File: config.mk
export PLATFORM = sky130hd
export DESIGN_NAME = instr_fetch
export DESIGN_NICKNAME = d
export VERILOG_FILES = /design/src/rtl/core_pkg.sv /design/src/rtl/fetch_fifo.sv /design/src/rtl/instr_fetch.sv
export SDC_FILE = /design/constraint.sdc
export NUM_CORES = 1
export LEC_CHECK = 0
export CAP_MARGIN = 5
export CORE_MARGIN = 2
export CORE_UTILIZATION = 40
export CTS_CLUSTER_DIAMETER = 100
export DETAILED_ROUTE_END_ITERATION = 10
export HOLD_SLACK_MARGIN = 0.06
export PLACE_DENSITY_LB_ADDON = 0.15
export RECOVER_POWER = 25
export SYNTH_ARGS = -nofsm -noshare
export SYNTH_HDL_FRONTEND = slang
export SYNTH_SLANG_ARGS = --single-unit
File: constraint.sdc
create_clock -name clk -period 7.78 [get_ports clk]
set_clock_uncertainty 0.05 [all_clocks]
set_input_delay 1.945 -clock clk [delete_from_list [all_inputs] [get_ports clk]]
set_output_delay 1.945 -clock clk [all_outputs]
set_load 0.01 [all_outputs]
File: src/rtl/core_pkg.sv
// Definitions shared across the core front end: RV32 major opcodes (instr[6:2]),
// the fetch FSM state type and the default reset vector.
package core_pkg;

    localparam logic [31:0] DEFAULT_RESET_PC = 32'h0000_0000;

    localparam logic [4:0] OP_LOAD   = 5'b00000;
    localparam logic [4:0] OP_OPIMM  = 5'b00100;
    localparam logic [4:0] OP_AUIPC  = 5'b00101;
    localparam logic [4:0] OP_STORE  = 5'b01000;
    localparam logic [4:0] OP_OP     = 5'b01100;
    localparam logic [4:0] OP_LUI    = 5'b01101;
    localparam logic [4:0] OP_BRANCH = 5'b11000;
    localparam logic [4:0] OP_JALR   = 5'b11001;
    localparam logic [4:0] OP_JAL    = 5'b11011;
    localparam logic [4:0] OP_SYSTEM = 5'b11100;

    typedef enum logic [1:0] {
        ST_BOOT,
        ST_FETCH,
        ST_DRAIN
    } fetch_state_e;

    function automatic logic [31:0] word_align(input logic [31:0] addr);
        return addr & ~32'h3;
    endfunction

endpackage

File: src/rtl/fetch_fifo.sv
// Small synchronous FIFO of {pc, instr} entries with a single-cycle flush.
// A push into a full FIFO is dropped unless a pop frees a slot in the same cycle.
module fetch_fifo #(
    parameter  int DEPTH = 2,
    parameter  int WIDTH = 64,
    localparam int PTR_W = (DEPTH > 1) ? $clog2(DEPTH) : 1,
    localparam int CNT_W = $clog2(DEPTH + 1)
) (
    input  logic             clk,
    input  logic             rst,
    input  logic             push,
    input  logic [WIDTH-1:0] push_data,
    input  logic             pop,
    input  logic             flush,
    output logic [CNT_W-1:0] count,
    output logic [WIDTH-1:0] head
);

    localparam logic [PTR_W-1:0] LAST = PTR_W'(DEPTH - 1);
    localparam logic [CNT_W-1:0] FULL = CNT_W'(DEPTH);

    logic [WIDTH-1:0] mem_q [DEPTH];
    logic [PTR_W-1:0] rd_ptr_q, rd_ptr_d;
    logic [PTR_W-1:0] wr_ptr_q, wr_ptr_d;
    logic [CNT_W-1:0] count_q, count_d;
    logic             do_push, do_pop;

    function automatic logic [PTR_W-1:0] next_ptr(input logic [PTR_W-1:0] p);
        return (p == LAST) ? '0 : p + 1'b1;
    endfunction

    // NOTE: every signal gets a default at the top of the block so no path leaves it unassigned (no latch).
    always_comb begin
        do_pop   = pop && (count_q != '0);
        do_push  = push && ((count_q != FULL) || do_pop);
        rd_ptr_d = rd_ptr_q;
        wr_ptr_d = wr_ptr_q;
        count_d  = count_q;
        if (flush) begin
            rd_ptr_d = '0;
            wr_ptr_d = '0;
            count_d  = '0;
        end else begin
            if (do_push) wr_ptr_d = next_ptr(wr_ptr_q);
            if (do_pop)  rd_ptr_d = next_ptr(rd_ptr_q);
            count_d = count_q + CNT_W'(do_push) - CNT_W'(do_pop);
        end
    end

    // NOTE: state flops use non-blocking assignments so every flop samples pre-edge values.
    always_ff @(posedge clk) begin
        if (rst) begin
            rd_ptr_q <= '0;
            wr_ptr_q <= '0;
            count_q  <= '0;
        end else begin
            rd_ptr_q <= rd_ptr_d;
            wr_ptr_q <= wr_ptr_d;
            count_q  <= count_d;
        end
    end

    // NOTE: storage is deliberately not reset; count_q alone decides which entries are meaningful.
    always_ff @(posedge clk) begin
        if (do_push && !flush) mem_q[wr_ptr_q] <= push_data;
    end

    assign count = count_q;
    assign head  = mem_q[rd_ptr_q];

endmodule

File: src/rtl/instr_fetch.sv
// Instruction fetch stage: PC generation, imem request/response tracking, redirect
// flush with in-flight kill, and a decoded view of the FIFO head for ctrl.
module instr_fetch
    import core_pkg::*;
#(
    parameter logic [31:0] RESET_PC = DEFAULT_RESET_PC,
    parameter int          DEPTH    = 2
) (
    input  logic        clk,
    input  logic        rst,
    output logic        imem_req,
    output logic [31:0] imem_addr,
    input  logic        imem_ready,
    input  logic        imem_rvalid,
    input  logic [31:0] imem_rdata,
    input  logic        redirect,
    input  logic [31:0] redirect_pc,
    output logic        id_valid,
    input  logic        id_ready,
    output logic [31:0] instr,
    output logic [31:0] pc,
    output logic [4:0]  opcode,
    output logic [2:0]  func3,
    output logic [6:0]  func7,
    output logic [4:0]  rd,
    output logic [4:0]  rs1,
    output logic [4:0]  rs2,
    output logic        illegal
);

    localparam int CNT_W = $clog2(DEPTH + 1);

    fetch_state_e     state_q, state_d;
    logic [31:0]      fetch_pc_q, fetch_pc_d;
    logic [31:0]      tag_q, tag_d;
    logic [CNT_W-1:0] inflight_q, inflight_d;
    logic [CNT_W-1:0] kill_q, kill_d;
    logic [CNT_W-1:0] count;
    logic [63:0]      head;
    logic             pop, accept, rsp_tracked, push;

    assign id_valid = (count != '0);

    always_comb begin
        pop      = id_valid && id_ready;
        // Room is judged after this cycle's pop so a full pipe still issues every cycle.
        imem_req = (state_q == ST_FETCH) &&
                   ((int'(count) + int'(inflight_q) - int'(pop)) < DEPTH);
        accept   = imem_req && imem_ready;
        // A response only counts if we issued it; stale ones after reset are ignored.
        rsp_tracked = imem_rvalid && (inflight_q != '0);
        push        = rsp_tracked && (kill_q == '0) && !redirect;

        inflight_d = inflight_q + CNT_W'(accept) - CNT_W'(rsp_tracked);
        tag_d      = accept ? fetch_pc_q : tag_q;

        kill_d = kill_q;
        if (redirect)
            kill_d = inflight_q + CNT_W'(accept) - CNT_W'(rsp_tracked);
        else if (rsp_tracked && (kill_q != '0))
            kill_d = kill_q - 1'b1;

        fetch_pc_d = fetch_pc_q;
        if (redirect)
            fetch_pc_d = word_align(redirect_pc);
        else if (accept)
            fetch_pc_d = fetch_pc_q + 32'd4;

        state_d = state_q;
        case (state_q)
            ST_BOOT:            state_d = ST_FETCH;
            ST_FETCH, ST_DRAIN: state_d = (kill_d != '0) ? ST_DRAIN : ST_FETCH;
            default:            state_d = ST_BOOT;
        endcase
    end

    always_ff @(posedge clk) begin
        if (rst) begin
            state_q    <= ST_BOOT;
            fetch_pc_q <= word_align(RESET_PC);
            tag_q      <= '0;
            inflight_q <= '0;
            kill_q     <= '0;
        end else begin
            state_q    <= state_d;
            fetch_pc_q <= fetch_pc_d;
            tag_q      <= tag_d;
            inflight_q <= inflight_d;
            kill_q     <= kill_d;
        end
    end

    fetch_fifo #(
        .DEPTH (DEPTH),
        .WIDTH (64)
    ) u_fifo (
        .clk       (clk),
        .rst       (rst),
        .push      (push),
        .push_data ({tag_q, imem_rdata}),
        .pop       (pop),
        .flush     (redirect),
        .count     (count),
        .head      (head)
    );

    assign imem_addr = fetch_pc_q;
    assign pc        = head[63:32];
    assign instr     = head[31:0];
    assign opcode    = instr[6:2];
    assign func3     = instr[14:12];
    assign func7     = instr[31:25];
    assign rd        = instr[11:7];
    assign rs1       = instr[19:15];
    assign rs2       = instr[24:20];
    assign illegal   = id_valid && (instr[1:0] != 2'b11);

endmodule
Yosys cells after proc, flatten, opt, wreduce, memory -nomap -nowiden
Memories as Yosys holds them, arrays and structs flattened. A register that Yosys moved wholly into a read port is not among the register bits.
Cells that the tools add are included.
- $add $sub $neg: 10
- order comparisons: 1
- equality and inequality tests: 4
- muxes and demuxes: 12
- reductions and logical operators: 22
- operators with widths (kind ; count):
    two-way mux 32 bit ; 2
    adder 32 x 3 -> 32 bit (second input constant) ; 1
    logical AND 1 bit ; 11
    nonzero test 2 bit ; 5
    two-way mux 1 bit ; 6
    two-way mux 2 bit ; 3
    adder 2 x 1 -> 2 bit ; 2
    logical NOT 2 bit ; 2
    < comparator 4 x 3 -> 1 bit (second input constant) ; 1
    inequality test 2 bit (second input constant) ; 2
    one-hot mux 2 bit (2 select lines) ; 1
    OR reduction 2 bit ; 2
    subtractor 2 x 1 -> 2 bit ; 2
    subtractor 3 x 1 -> 4 bit ; 1
    adder 2 x 2 -> 3 bit ; 1
    adder 1 bit (second input constant) ; 2
    equality test 2 x 1 -> 1 bit (second input constant) ; 1
    equality test 2 bit (second input constant) ; 1
    subtractor 2 x 1 -> 2 bit (second input constant) ; 1
    logical NOT 1 bit ; 1
    logical OR 1 bit ; 1
- register bits after elaboration: 74
- memory bits (writable): 128
- output and inout port bits: 129
- logic and storage cells: 59
- memories kept: 1
- memory list (name ; depth ; width ; rd ports ; clocked after memory_dff ; wr ports ; line ; text):
    u_fifo.mem_q ; 2 ; 64 ; 1 ; 1 ; 1 ; fetch_fifo.sv:22 ; logic [WIDTH-1:0] mem_q [DEPTH];

Depth between registers and ports, before layout
- word-level depth: 12
- depth in mapped cells: 19

Hierarchy
Synthesis repeated with hierarchy kept, for this count alone.
- cells, all modules: 659
- area, all modules: 8579.5 µm²
- by module, submodules not included (module ; times used ; cells each ; area each (µm²) ; seq. area each (µm²)):
    fetch_fifo ; 1 ; 223 ; 5113.7 ; 3943.8
    instr_fetch ; 1 ; 436 ; 3465.8 ; 1321.3

Least setup slack after synthesis
Ideal clock, no wire load.
- path kind: input -> register
- start point: in redirect
- end point: mem u_fifo.mem_q[0][0], enable pin
- setup time: 490 ps
- arrival: 5511 ps
- slack: 1730 ps
- stages on the path: 3
- buffers on the path: 1
- path through: clkbuf_1 -> nor4b_1 -> nor2b_1
- longest elaborated chain between the ends: 6
- RTL lines (what ; line ; text):
    start: declaration ; instr_fetch.sv:16 ; input logic redirect,
    logical NOT 1 bit ; instr_fetch.sv:52 ; push = rsp_tracked && (kill_q == '0) && !redirect;
    logical AND 1 bit ; instr_fetch.sv:52 ;
    logical AND 1 bit ; fetch_fifo.sv:35 ; do_push = push && ((count_q != FULL) || do_pop);
    named net u_fifo.do_push ; fetch_fifo.sv:26 ; logic do_push, do_pop;
    logical AND 1 bit ; fetch_fifo.sv:65 ; if (do_push && !flush) mem_q[wr_ptr_q] <= push_data;
    two-way mux 1 bit ; fetch_fifo.sv:65 ;
    two-way mux 1 bit (implied by the code) ; fetch_fifo.sv:65 ;
    end: declaration ; fetch_fifo.sv:22 ;
The timed path passes the listed nets, and every way through them passes these cells.

Worst setup path after layout
- start point: in id_ready
- end point: out imem_req
- longest elaborated chain between the ends: 4
- RTL lines (what ; line ; text):
    start: declaration ; instr_fetch.sv:19 ; input logic id_ready,
    logical AND 1 bit ; instr_fetch.sv:45 ; pop = id_valid && id_ready;
    subtractor 3 x 1 -> 4 bit ; instr_fetch.sv:48 ; ((int'(count) + int'(inflight_q) - int'(pop)) < DEPTH);
    < comparator 4 x 3 -> 1 bit ; instr_fetch.sv:48 ;
    logical AND 1 bit ; instr_fetch.sv:47 ; imem_req = (state_q == ST_FETCH) &&
    end: declaration ; instr_fetch.sv:11 ; output logic imem_req,
No other way between the ends.

==> summary.md <==
| Metric | Value |
|---|---|
| Outcome | finished clean |
| Largest net degree at the start of global routing | 74 |
| Post-DR vias/cell | 4.99 |
| Startpoint types | input pin |
| Cts repair resizes | 0 |
| Reg-to-Reg Start | u_fifo.count[1] |
| Measured slew at the worst slew-check pin | 0.957 ns |
| Slowest stage delay, CP | 0.48 ns |
| Cells after synthesis | 653 |
| Critical-path top delay cell | clkdlybuf4s50_1 |
| Post-DP HPWL | 11600 µm |
| First-pass GRT wire length | 28000 µm |
| Logic pwr share | 0.171 |
| 1st-iter DRT viols | 242 |
| Nets | 887 |
| Dominant cell by count in the synthesized netlist | edfxtp_1 |
| Crit Path Class | in -> out |
| Die H | 147 µm |
| Width of the die | 147 µm |
| Dominant cells by area after synthesis | edfxtp_1 (46%), dfxtp_1 (17%), mux2_2 (8.5%), nand2_1 (3.5%), buf_4 (3.2%) |
| Worst EP arrival | 4.48 ns |
| Worst skew pair latency | 0.43 ns |
| Worst Setup SP | id_ready |
| Fmax | 154 MHz |
| Clk pwr share | 0.346 |
| Area leader, netlist | edfxtp_1 |
| H-tree depth | 4 |
| 1st-pass router iterations | 4 |
| P per Cell Area | 235 nW/µm² |
| Core area | 20200 µm² |
| Synth-to-layout area growth | 30.9% |
| Initial antenna violation count | 0 |
| Worst-path cell chain | clkdlybuf4s50_1 > and2_1 > ha_1 > inv_1 > nand2_1 > fa_1 > xor2_1 > a32oi_1 > buf_4 > inv_1 > clkdlybuf4s50_1 |
| Cell Int Power | 1.84 mW |
| Number of global-route vias before repair | 5337 |
| I/O Buffers | 192 |
| CP required | 5.79 ns |
| Seq/Total Area, Yosys | 0.629 |
| Net switching power | 677 µW |
| Initial core utilization | 0.405 |
| Async set-reset flop share out of synthesis | 0 |
| Layout cells sized above 1 | 0.141 |
| CTS tree | yes |
| Sequential share of power | 0.484 |
| Wire length per cell | 16.3 µm |
| Endpoint type of the worst setup path | output pin |
| Hold_sp | tag_q[24] |
| Layout Cells excl Fill | 1088 |
| CTS sink count | 195 |
| Ant diodes | 0 |
| Total GRT Usage | 0.166 |
| Final count of negative-setup-slack endpoints | 0 |
| Hold crit path type | reg -> reg |
| Total wire length | 17700 µm |
| Post-Place Cells | 1056 |
| Max-cap viol count | 0 |
| CTS root buf | clkbuf_16 |
| Hold Fails Final Rpt | 0 |
| CP max FO | 10 |
| GPL Wtd Cong | 0.796 |
| Fin crit period | 6.47 ns |
| Top post-synthesis cells by count | edfxtp_1 (124), nand2_1 (77), dfxtp_1 (71), mux2_2 (62), buf_4 (35) |
| I/O Pins | 199 |
| Rows | 52 |
| Fillers | 1748 |
| Setup TNS | 0 ns |
| Netlist Area Pre-Place | 8170 µm² |
| Sw Ratio | 0.269 |
| Post-synth EDFFs | 124 |
| Hold slack final | 0.405 ns |
| Vias | 5430 |
| Grt total ovfl | 0 |
| Top_reg_cell synth | edfxtp_1 |
| Slew Viols, Final | 0 |
| CTS buffer count | 17 |
| Cts hold-fix bufs | 0 |
| Top cell type's share of synthesized area | 0.456 |
| Worst VDD drop | 0.173 mV |
| Die area | 21600 µm² |
| Yosys reg bits | 195 |
| Ys Warns | 0 |
| Fin crit share | 0.832 |
| Static leakage | 3.60 nW |
| Unrepaired setup endpoints after global routing | no |
| Relative max-transition margin | 0.353 |
| Mean Syn Cell Area | 12.5 µm² |
| Post-route DRC | 0 |
| Antenna-violating nets left | 0 |
| Setup bufs post-CTS | 0 |
| Netlist cell types | 51 |
| Clock buffer depth | 2 |
| Reg clk slew, reported paths | 0.07 ns |
-- routing by layer --
| metal | part of all wire | GRT usage | vias up |
|---|---|---|---|
| li1 | - | - | 2622 |
| met4 | 0.021 | 0.0630 | 0 |
| met1 | 0.46 | 0.220 | 2586 |
| met3 | 0.053 | 0.0370 | 22 |
| met5 | 0 | 0 | - |
| met2 | 0.46 | 0.268 | 200 |
-- layout by cell type, fill, tap and decap left out, drive strengths merged, types with 8 or more instances in the layout --
master	count
edfxtp	124
inv	26
dlygate4sd3	26
nor2	33
mux2	62
xor2	8
dfxtp	71
ha	11
nand2	78
clkdlybuf4s50	165
a21oi	33
xnor2	22
clkbuf	20
nand4	13
a211oi	24
nor3	15
-- sequential cells by signal (all words and copies together), names as in the netlist, named ones only --
| signal | cells |
|---|---|
| imem_addr | 30 |
| inflight_q | 2 |
| kill_q | 2 |
| state_q | 2 |
| tag_q | 30 |
| u_fifo.count | 2 |
| u_fifo.mem_q | 124 |
| u_fifo.rd_ptr_q | 1 |
| u_fifo.wr_ptr_q | 1 |
-- worst paths after layout --
check,depth (start not counted),end,slack [ns]
worst min register to register,0,u_fifo.mem_q[1][56],0.40
worst max register to register,15,imem_addr[16],3.55
worst min-delay path,0,u_fifo.mem_q[1][56],0.40
worst max-delay path,11,imem_req,1.31
-- kinds of logic after synthesis --
family | share of synthesized area
simple gates | 0.110
compound gates | 0.0664
buf+inv | 0.0565
flops | 0.629
mux | 0.0854
other cells | 0.000459
fa+ha+maj | 0.0193
xor+xnor | 0.0321
-- worst max-delay path: cells and delay by family --
kind,cells,cell delay [ns]
adder cells (fa/ha/maj),2,0.63
AO/OA/AOI/OAI,1,0.21
AND/OR/NAND/NOR,2,0.23
XOR/XNOR,1,0.17
buffers and inverters,5,1.28
-- metrics by stage --
step                power, mW  worst slack [ns]  utilization  cell area (µm²)
global route             2.63              1.16        0.530            10700
CTS                      2.55              1.30        0.530            10700
detailed placement       1.67              1.32        0.501            10100
global placement         1.66              1.36        0.501            10100
finish                   2.51              1.31        0.530            10700
floorplan                1.48              1.73            -             8190
-- layout make-up --
class	count	area, µm²	share of cell area
clock inverters	12	104	0.00971
multi-input cells	375	2590	0.242
clock buffers	20	489	0.0457
flip-flops and latches	195	5150	0.481
well taps	270	338	0.0316
repair buffers	198	1960	0.183
inverters	18	67.6	0.00632
-- power groups by stage --
| stage | Clock, mW | Sequential, mW | Combinational, mW |
|---|---|---|---|
| global route | 0.931 | 1.22 | 0.470 |
| detailed placement | 0 | 1.24 | 0.435 |
| CTS | 0.892 | 1.22 | 0.438 |
| finish | 0.868 | 1.22 | 0.429 |
| floorplan | 0 | 1.23 | 0.250 |
| global placement | 0 | 1.24 | 0.424 |
Power figures use the tool's default switching activity.
